[src/rtl/tdm_pkg.sv]
// Shared constants and state encoding for the TDM receiver.
//   N_CH  : time slots per frame
//   SEL_W : slot index width
//   state_t : HUNT (searching for frame marker) / RECV (frame aligned)
package tdm_pkg;
  localparam int N_CH  = 8;
  localparam int SEL_W = $clog2(N_CH);

  typedef enum logic {
    HUNT = 1'b0,
    RECV = 1'b1
  } state_t;
endpackage

[src/rtl/tdm_rx_dec.sv]
// Enabled binary-to-one-hot decoder (3-to-8 at default sizing).
//   en     : in  1      decode enable; all outputs low when 0
//   sel    : in  SEL_W  binary index
//   onehot : out N_OUT  onehot[i] = en && sel == i
module tdm_rx_dec #(
  parameter int SEL_W = 3,
  parameter int N_OUT = 8
) (
  input  logic             en,
  input  logic [SEL_W-1:0] sel,
  output logic [N_OUT-1:0] onehot
);
  for (genvar i = 0; i < N_OUT; i++) begin : g_dec
    assign onehot[i] = en && (sel == SEL_W'(i));
  end
endmodule

[src/rtl/tdm_rx.sv]
// Serial TDM frame receiver. Aligns on a slot-0 frame marker, gathers one
// bit per strobe into a shadow register and publishes the whole frame on
// data_out when the last slot arrives. Framing errors drop back to HUNT or
// restart the frame.
//   clk, rst_n : clock, async active-low reset
//   en         : in  slot strobe (one bit consumed per en=1 cycle)
//   data_in    : in  serial bit for the current slot
//   sync_in    : in  frame marker, legal only in slot 0
//   data_out   : out last complete frame, bit i = slot i
//   valid      : out one-cycle pulse, data_out just updated
//   slot       : out next slot to capture (0 while hunting)
//   err        : out one-cycle pulse on missing or early sync
module tdm_rx
  import tdm_pkg::*;
#(
  parameter int N_CH  = tdm_pkg::N_CH,
  parameter int SEL_W = tdm_pkg::SEL_W
) (
  input  logic             clk,
  input  logic             rst_n,
  input  logic             en,
  input  logic             data_in,
  input  logic             sync_in,
  output logic [N_CH-1:0]  data_out,
  output logic             valid,
  output logic [SEL_W-1:0] slot,
  output logic             err
);
  state_t            state, state_n;
  logic [SEL_W-1:0]  slot_n;
  // Last slot goes straight to data_out, so the shadow omits it.
  logic [N_CH-2:0]   shadow, shadow_n;
  logic [N_CH-1:0]   dout_n;
  logic              valid_n, err_n;
  logic [N_CH-1:0]   dec;
  logic              start;

  // Strobed slot decode: dec[0] flags a slot-0 strobe, dec[N_CH-1] the
  // frame-closing strobe, the middle bits are shadow write enables.
  tdm_rx_dec #(.SEL_W(SEL_W), .N_OUT(N_CH)) u_dec (
    .en     (en),
    .sel    (slot),
    .onehot (dec)
  );

  always_comb begin
    state_n  = state;
    slot_n   = slot;
    shadow_n = shadow;
    dout_n   = data_out;
    valid_n  = 1'b0;
    err_n    = 1'b0;
    start    = 1'b0;
    if (en) begin
      unique case (state)
        HUNT: start = sync_in;
        RECV: begin
          if (sync_in) begin
            // Sync anywhere but slot 0 is early: flag it, then realign.
            start = 1'b1;
            err_n = !dec[0];
          end else if (dec[0]) begin
            err_n   = 1'b1;
            state_n = HUNT;
            slot_n  = '0;
          end else if (dec[N_CH-1]) begin
            dout_n  = {data_in, shadow};
            valid_n = 1'b1;
            slot_n  = '0;
          end else begin
            for (int i = 1; i < N_CH-1; i++)
              if (dec[i]) shadow_n[i] = data_in;
            slot_n = slot + SEL_W'(1);
          end
        end
        default: state_n = HUNT;
      endcase
      if (start) begin
        shadow_n[0] = data_in;
        slot_n      = SEL_W'(1);
        state_n     = RECV;
      end
    end
  end

  always_ff @(posedge clk or negedge rst_n) begin
    if (!rst_n) begin
      state    <= HUNT;
      slot     <= '0;
      shadow   <= '0;
      data_out <= '0;
      valid    <= 1'b0;
      err      <= 1'b0;
    end else begin
      state    <= state_n;
      slot     <= slot_n;
      shadow   <= shadow_n;
      data_out <= dout_n;
      valid    <= valid_n;
      err      <= err_n;
    end
  end
endmodule

[config.mk]
export PLATFORM = sky130hd
export DESIGN_NAME = tdm_rx
export DESIGN_NICKNAME = d
export VERILOG_FILES = /design/src/rtl/tdm_pkg.sv /design/src/rtl/tdm_rx_dec.sv /design/src/rtl/tdm_rx.sv
export SDC_FILE = /design/constraint.sdc
export NUM_CORES = 1
export LEC_CHECK = 0
export CAP_MARGIN = 20
export CORE_MARGIN = 1
export CORE_UTILIZATION = 31
export CTS_CLUSTER_DIAMETER = 60
export DETAILED_ROUTE_END_ITERATION = 8
export GPL_ROUTABILITY_DRIVEN = 0
export PLACE_DENSITY_LB_ADDON = 0.15
export SYNTH_ARGS = -nofsm -noshare
export SYNTH_HDL_FRONTEND = slang
export SYNTH_HIERARCHICAL = 1
export SYNTH_SLANG_ARGS = --single-unit
[constraint.sdc]
create_clock -name clk -period 2 [get_ports clk]
set_input_delay 0.5 -clock clk [delete_from_list [all_inputs] [get_ports clk]]
set_output_delay 0.5 -clock clk [all_outputs]
set_load 0.05 [all_outputs]
==> reports/summary.log, run 1 <==
[worst_hold_path] number of stages on the worst hold path 1
[synthesis] Synth Cell Area 0.001054 sq mm
[global_routing] gr ovfl total 0
[worst_hold_path] Tightest Hold Check Type flip-flop to flip-flop
[final_layout] area growth from synthesis to final layout 29.10%
[setup_path] worst path buffer plus inverter count 1
[power] switching component of the power 0.0004705 W
[synthesis] warnings from Yosys 6
[power] proportion of power drawn by the clock network 15.4%
[setup_path] register-to-register setup slack 0.22 ns
[drt] number of detailed-routing iterations run before antenna repair 4
[clock_tree] number of H-tree levels 1
[timing] maximum frequency from static timing analysis 523.8 MHz
[worst_hold_path] WHS Endpoint data_out[6]
[setup_path] kind of capture point of the worst setup path flip-flop
[clock_tree] clock tree from TritonCTS done
[synthesis] count of unique library cells instantiated by Yosys 22
[power] total power density per cell area 958.0 mW/mm^2
[global_routing] vias in the first global route 672
[die] site row count 20
[power] sequential power share 44.0%
[timing] final setup fails 0
[drt] Starting DRT DRC Count 10
[power] internal power 0.0008324 W
[setup_path] Crit Path Category primary input to flip-flop
[clock_tree] CTS root buf clkbuf_4
[power] share of total power consumed by net switching 36.11%
[final_layout] final net count 118
[timing] final period utilization 95.45%
[power] maximum VDD drop 637.0 uV
[setup_path] Slowest Stage Delay on Critical Path 0.47 ns
[global_routing] pin count of the biggest net entering global routing 22
[worst_hold_path] min-delay src data_out[6]
[power] total chip power 0.001303 W
[drt] count of antenna-violating nets left after detailed routing 0
[synthesis] Gate Count Post-Synth 79
[timing] aggregate negative setup slack 0 ns
[clock_tree] clock sink total 21
[die] floorplan die width 60.30 um
[setup_path] critical path's top delay family simple AND/OR/NAND/NOR gates
[clock_tree] total clock buffers created by CTS 3
[timing] RSZ-0062 raised after global routing false
[run] number of max-cap violations 0
[die] die span in y 60.30 um
[drt] Via-to-Cell Ratio 4.706
[outcome] outcome completed
[power] combinational group share of total power 40.6%
[setup_path] CP Cell Sequence clkdlybuf4s50_1, and4_2, nor2_1, and3_4, mux2_4
[setup_path] launching point of the worst reg2reg path slot[0]
[place] placed wire-length estimate after detailed placement 1338 um
[synthesis] Synth Net Count 87
[timing] max-slew violation total from the final report 0
[clock_tree] Max Root-Sink Buffers 2
[place] I/O Buffers 17
[synthesis] average size of a mapped cell 13.34 sq um
[place] post-place instance area 0.001311 sq mm
[global_routing] Total Routing Usage GR 11.67%
[die] core region area 0.003128 sq mm
[power] static leakage 0.7125 nW
[timing] skew final 0.01092 ns
[timing] slew of the pin with the lowest slew margin 0.5004 ns
[global_routing] number of antenna violations at the first check in global routing 0
[drt] overall via count from detail_route 720
[timing] min Tclk post-route 1.909 ns
[synthesis] number of register bits inferred by synthesis 21
[setup_path] CP Launch Type primary input
[timing] normalized max-slew margin 66.59%
[global_routing] global-route wire length before repair 3105 um
[final_layout] Post-Layout Inst Area 0.001360 sq mm
[place] DP Cell Count 149
[setup_path] endpoint required time on the critical path 2.19 ns
[setup_path] Arrival @ worst endpoint 2.10 ns
[clock_tree] clock transition at the registers of the reported paths 0.11 ns
[setup_path] worst flop-to-flop path endpoint shadow[1]
[die] Top-Level Pins 18
[timing] Final Hold Viols 0
[clock_tree] clock latency of the later-clocked register in the worst-skew pair 0.30 ns
[final_layout] n_diodes 0
[setup_path] slowest cell on the critical path clkdlybuf4s50_1
[timing] Hold WS 0.5121 ns
[drt] count of unresolved DRC violations after routing 0
[synthesis] sequential-to-total area share from yosys stat 49.88%
[die] Initial Utilization 33.68%
[drt] detail-routed net length per standard cell 12.06 um
[final_layout] proportion of layout cells with a drive suffix above 1 47.71%
[final_layout] non-filler instance count after layout 153
[setup_path] R2R cell count 5
[die] full die area 0.003635 sq mm
[drt] total wire length 1845 um
[setup_path] largest fanout on the critical path 7
[cells in the mapped netlist]
library cell	instances	area (sq um)
dfrtp_1	21	525.5
mux2_2	9	101.4
nand2_1	8	30.03
and3_1	6	37.54
mux2_4	6	90.09
o21ai_0	4	20.02
and4b_2	3	33.78
and4bb_2	3	37.54
ha_1	3	37.54
inv_1	3	11.26
buf_6	2	22.52
a32o_1	1	10.01
and3_2	1	7.510
and3_4	1	11.26
and3b_4	1	12.51
and4_2	1	10.01
nand4_1	1	6.260
nand4_2	1	12.51
nand4b_1	1	8.760
nor2_1	1	3.750
nor4b_1	1	8.760
nor4b_2	1	15.01
[sequential cells by signal, summed over array words and instances (netlist names)]
signal,cells
data_out,8
shadow,7
slot,3
err,1
state,1
valid,1
[stage by stage]
step                      util [%]  setup WS, ns
after floorplan                  -      0.003477
after global placement       41.92       -0.3180
after detailed placement     41.92       -0.3518
after CTS                    43.04       0.02731
after global routing         43.48       0.01621
final                        43.48       0.09104
[final cells by class]
cell class	instances	area (sq um)
Tap cell	44	55.05
Multi-Input combinational cell	53	511.7
Timing Repair Buffer	28	230.2
Sequential cell	21	525.5
Clock buffer	4	26.28
Inverter	3	11.26
Fill cell	304	1768
[how the worst max path moves through the flow]
stage	startpoint	to	slack, ns	depth (start not counted)
after CTS	en	data_out[0]	0.03	6
after floorplan	slot[0]	data_out[0]	0.003	5
final	en	shadow[1]	0.09	5
after global placement	en	data_out[2]	-0.32	6
after detailed placement	en	data_out[0]	-0.35	6
after global routing	en	shadow[4]	0.02	5
[routing by layer]
layer | vias up | wire [um] | global-route usage, % | share of wire [%]
met5 | - | 0 | 0 | 0
met4 | 0 | 16 | 1.993 | 0.87
met3 | 2 | 72 | 3.896 | 3.9
met2 | 13 | 854 | 19.47 | 46
met1 | 350 | 901 | 14.71 | 49
li1 | 355 | - | - | -
[power groups by stage]
stage / Sequential (W) / Combinational (W) / Clock, W
2_1_floorplan: 0.000711 / 0.000210 / 0
4_1_cts: 0.000574 / 0.000532 / 0.000213
3_5_place_dp: 0.000576 / 0.000525 / 0
6_report: 0.000573 / 0.000529 / 0.000201
5_1_grt: 0.000588 / 0.000572 / 0.000224
3_3_place_gp: 0.000574 / 0.000521 / 0
[cells by family after synthesis]
| kind of cell | Yosys count | synth area share, % |
|---|---|---|
| simple gates | 30 | 22.33 |
| flops | 21 | 49.88 |
| mux | 15 | 18.17 |
| compound gates | 5 | 2.850 |
| buf+inv | 5 | 3.206 |
| fa+ha+maj | 3 | 3.563 |
[cell usage in the layout (no fill, tap or decap), drive strengths merged]
cell,count
nor2,1
clkbuf,4
nor4b,2
and4,1
clkdlybuf4s50,4
dlymetal6s2s,2
and3b,1
mux2,15
and3,8
and4bb,3
inv,3
o21ai,4
nand2,8
and4b,3
nand4b,1
nand4,2
ha,3
a32o,1
dfrtp,21
buf,22
[worst register-to-register path, delay by kind of cell, from the launching register on]
kind,cells,cell delay (ns)
buffers and inverters,1,0.18
DFF,1,0.43
muxes,1,0.29
and+or+nand+nor,3,0.77
[what timing repair did]
action	CTS	global route
hold buffers	0	0
setup endpoints to repair	8	10
setup buffers	0	0
cloned	0	0
pin swaps	0	1
gates resized for setup	1	3
No activity file was read; power rests on OpenSTA's default activity.
==> run 2, diff against run 1 <==
--- a/config.mk
+++ b/config.mk
@@ -14,2 +14,3 @@
 export PLACE_DENSITY_LB_ADDON = 0.15
+export SLEW_MARGIN = 10
 export SYNTH_ARGS = -nofsm -noshare
==> constraint.sdc (replaced) <==
create_clock -name clk -period 2 [get_ports clk]
set_input_delay 0.6 -clock clk [delete_from_list [all_inputs] [get_ports clk]]
set_output_delay 0.6 -clock clk [all_outputs]
set_load 0.05 [all_outputs]
==> run 2 against run 1 <==
Critical endpoint is now shadow[2]. Largest power group is now combinational cells. Count of clock-buffer cells in the layout unchanged. Clock power up 6%. Global-route usage up 1.5 points.
==> reports/summary.log, run 2 (same netlist as run 1, synthesis figures left out) <==
[timing] skew final 0.005087 ns [-0.005837 ns]
[final_layout] Largest register FFs 8 [unchanged]
[setup_path] Arrival @ worst endpoint 2.12 ns [+0.02 ns]
[drt] number of detailed-routing iterations run before antenna repair 4 [unchanged]
[drt] Via-to-Cell Ratio 4.908 [+4.3%]
[setup_path] kind of capture point of the worst setup path flip-flop
[drt] total wire length 2020 um [+9.5%]
[die] Top-Level Pins 18 [unchanged]
[die] Initial Utilization 33.68% [unchanged]
[global_routing] Total Routing Usage GR 13.20% [+1.5 points]
[final_layout] area growth from synthesis to final layout 32.19%
[die] core region area 0.003128 sq mm [unchanged]
[clock_tree] Max Root-Sink Buffers 2 [unchanged]
[run] number of max-cap violations 0 [unchanged]
[setup_path] worst flop-to-flop path endpoint data_out[5]
[worst_hold_path] number of stages on the worst hold path 1 [unchanged]
[timing] Final Hold Viols 0 [unchanged]
[clock_tree] number of hold-repair buffers added at the cts stage 0 [unchanged]
[setup_path] register-to-register setup slack 0.34 ns [+0.12 ns]
[setup_path] endpoint required time on the critical path 2.22 ns [+0.03 ns]
[global_routing] vias in the first global route 754 [+12%]
[power] maximum VDD drop 731.4 uV [+15%]
[clock_tree] clock tree from TritonCTS done
[drt] count of antenna-violating nets left after detailed routing 0 [unchanged]
[final_layout] largest registers data_out (8), shadow (7), slot (3)
[timing] final period utilization 95.24% [-0.21 points]
[global_routing] pin count of the biggest net entering global routing 22 [unchanged]
[global_routing] number of antenna violations at the first check in global routing 0 [unchanged]
[clock_tree] total clock buffers created by CTS 3 [unchanged]
[timing] slew of the pin with the lowest slew margin 0.3229 ns [-0.1775 ns]
[drt] Starting DRT DRC Count 7 [-3]
[final_layout] n_diodes 0 [unchanged]
[final_layout] final net count 118 [unchanged]
[drt] detail-routed net length per standard cell 13.20 um [+9.5%]
[clock_tree] clock transition at the registers of the reported paths 0.12 ns [about the same]
[power] total power density per cell area 996.6 mW/mm^2 [+4.0%]
[place] placed wire-length estimate after detailed placement 1437 um [+7.4%]
[clock_tree] number of H-tree levels 1 [unchanged]
[timing] min Tclk post-route 1.905 ns [-0.004245 ns]
[die] floorplan die width 60.30 um [unchanged]
[outcome] outcome completed
[setup_path] Crit Path Category primary input to flip-flop
[worst_hold_path] WHS Endpoint data_out[2]
[clock_tree] CTS root buf clkbuf_4
[timing] final setup fails 0 [unchanged]
[global_routing] gr ovfl total 0 [unchanged]
[power] static leakage 0.6898 nW [-3.2%]
[setup_path] launching point of the worst reg2reg path slot[0]
[final_layout] Post-Layout Inst Area 0.001393 sq mm [+2.4%]
[clock_tree] clock sink total 21 [unchanged]
[die] die span in y 60.30 um [unchanged]
[timing] max-slew violation total from the final report 0 [unchanged]
[final_layout] register with the most flip-flops data_out
[worst_hold_path] Tightest Hold Check Type flip-flop to flip-flop
[timing] aggregate negative setup slack 0 ns [unchanged]
[timing] RSZ-0062 raised after global routing false
[setup_path] largest fanout on the critical path 7 [unchanged]
[setup_path] R2R cell count 5 [unchanged]
[final_layout] proportion of layout cells with a drive suffix above 1 51.38% [+3.7 points]
[die] full die area 0.003635 sq mm [unchanged]
[global_routing] global-route wire length before repair 3491 um [+12%]
[final_layout] Fill cells 307 [+0.99%]
[setup_path] CP Launch Type primary input
[timing] normalized max-slew margin 78.48% [+12 points]
[place] post-place instance area 0.001344 sq mm [+2.5%]
[worst_hold_path] min-delay src shadow[2]
[drt] count of unresolved DRC violations after routing 0 [unchanged]
[timing] maximum frequency from static timing analysis 525.0 MHz [+0.22%]
[drt] overall via count from detail_route 751 [+4.3%]
[final_layout] commonest cells after routing, fill and taps aside 21 x dfrtp_1, 21 x buf_4, 9 x mux2_2
[place] I/O Buffers 17 [unchanged]
[die] site row count 20 [unchanged]
[clock_tree] clock latency of the later-clocked register in the worst-skew pair 0.32 ns [+0.02 ns]
[run 2: cell type report]
cell class                 instances  area [sq um]  area share (%)
clock buffer                       4         26.28           1.887
inverter                           3         11.26          0.8086
multi-input combinational         53         516.7           37.11
sequential                        21         525.5           37.74
tap                               44         55.05           3.953
timing repair buffer              28         257.7           18.51
[run 2: worst max path at each step]
stage	start	slack, ns	end
after global placement	en	-0.39	shadow[2]
final	en	0.1	shadow[2]
after detailed placement	en	-0.40	data_out[5]
after floorplan	slot[0]	0.003	data_out[0]
after global routing	en	0.02	shadow[2]
after CTS	en	0.03	data_out[5]
[run 2: per-layer routing]
metal	vias to the layer above	global-route usage, %	routed length [um]
met1	371	16.98	868
met4	0	5.980	44
met3	5	3.030	108
li1	355	-	-
met2	20	20.88	998
met5	-	0	0
[run 2: worst max-delay path: stages]
cell and delay [ns]:
clkdlybuf4s50_1 0.45, nor4b_4 0.15, buf_4 0.15, nor2_2 0.23, and3_1 0.23, mux2_4 0.30
[run 2: stage by stage]
stage | std cells | util (%) | power, W | hold slack [ns] | setup slack, ns
after CTS | 153 | 44.44 | 0.001403 | 0.5259 | 0.03138
after global routing | 153 | 44.52 | 0.001463 | 0.5383 | 0.01770
after global placement | 149 | 42.96 | 0.001161 | 0.4888 | -0.3924
after detailed placement | 149 | 42.96 | 0.001168 | 0.4931 | -0.4016
after floorplan | 79 | - | 0.0009205 | 0.3044 | 0.003477
final | 153 | 44.52 | 0.001388 | 0.5161 | 0.09529
[run 2: report_power, final]
part	leakage (nW)	internal, W	switching [W]	total [W]
registers	0.278	0.000508	0.0000677	0.000575
clock network	0.0150	0.0000782	0.000135	0.000213
logic	0.397	0.000302	0.000298	0.000599
total	0.690	0.000887	0.000500	0.00139
[run 2: timing repair]
| action | CTS | global route |
|---|---|---|
| gates cloned | 0 | 0 |
| buffers inserted | 0 | 0 |
| pin swaps | 0 | 1 |
| endpoints found under the setup margin | 14 | 8 |
| resized for setup | 3 | 1 |
==> run 3, diff against run 2 <==
- ABC_CLOCK_PERIOD_IN_PS: default -> 2000
==> results of run 3 <==
The final DEF is identical to that of run 2; final timing and power are the same.
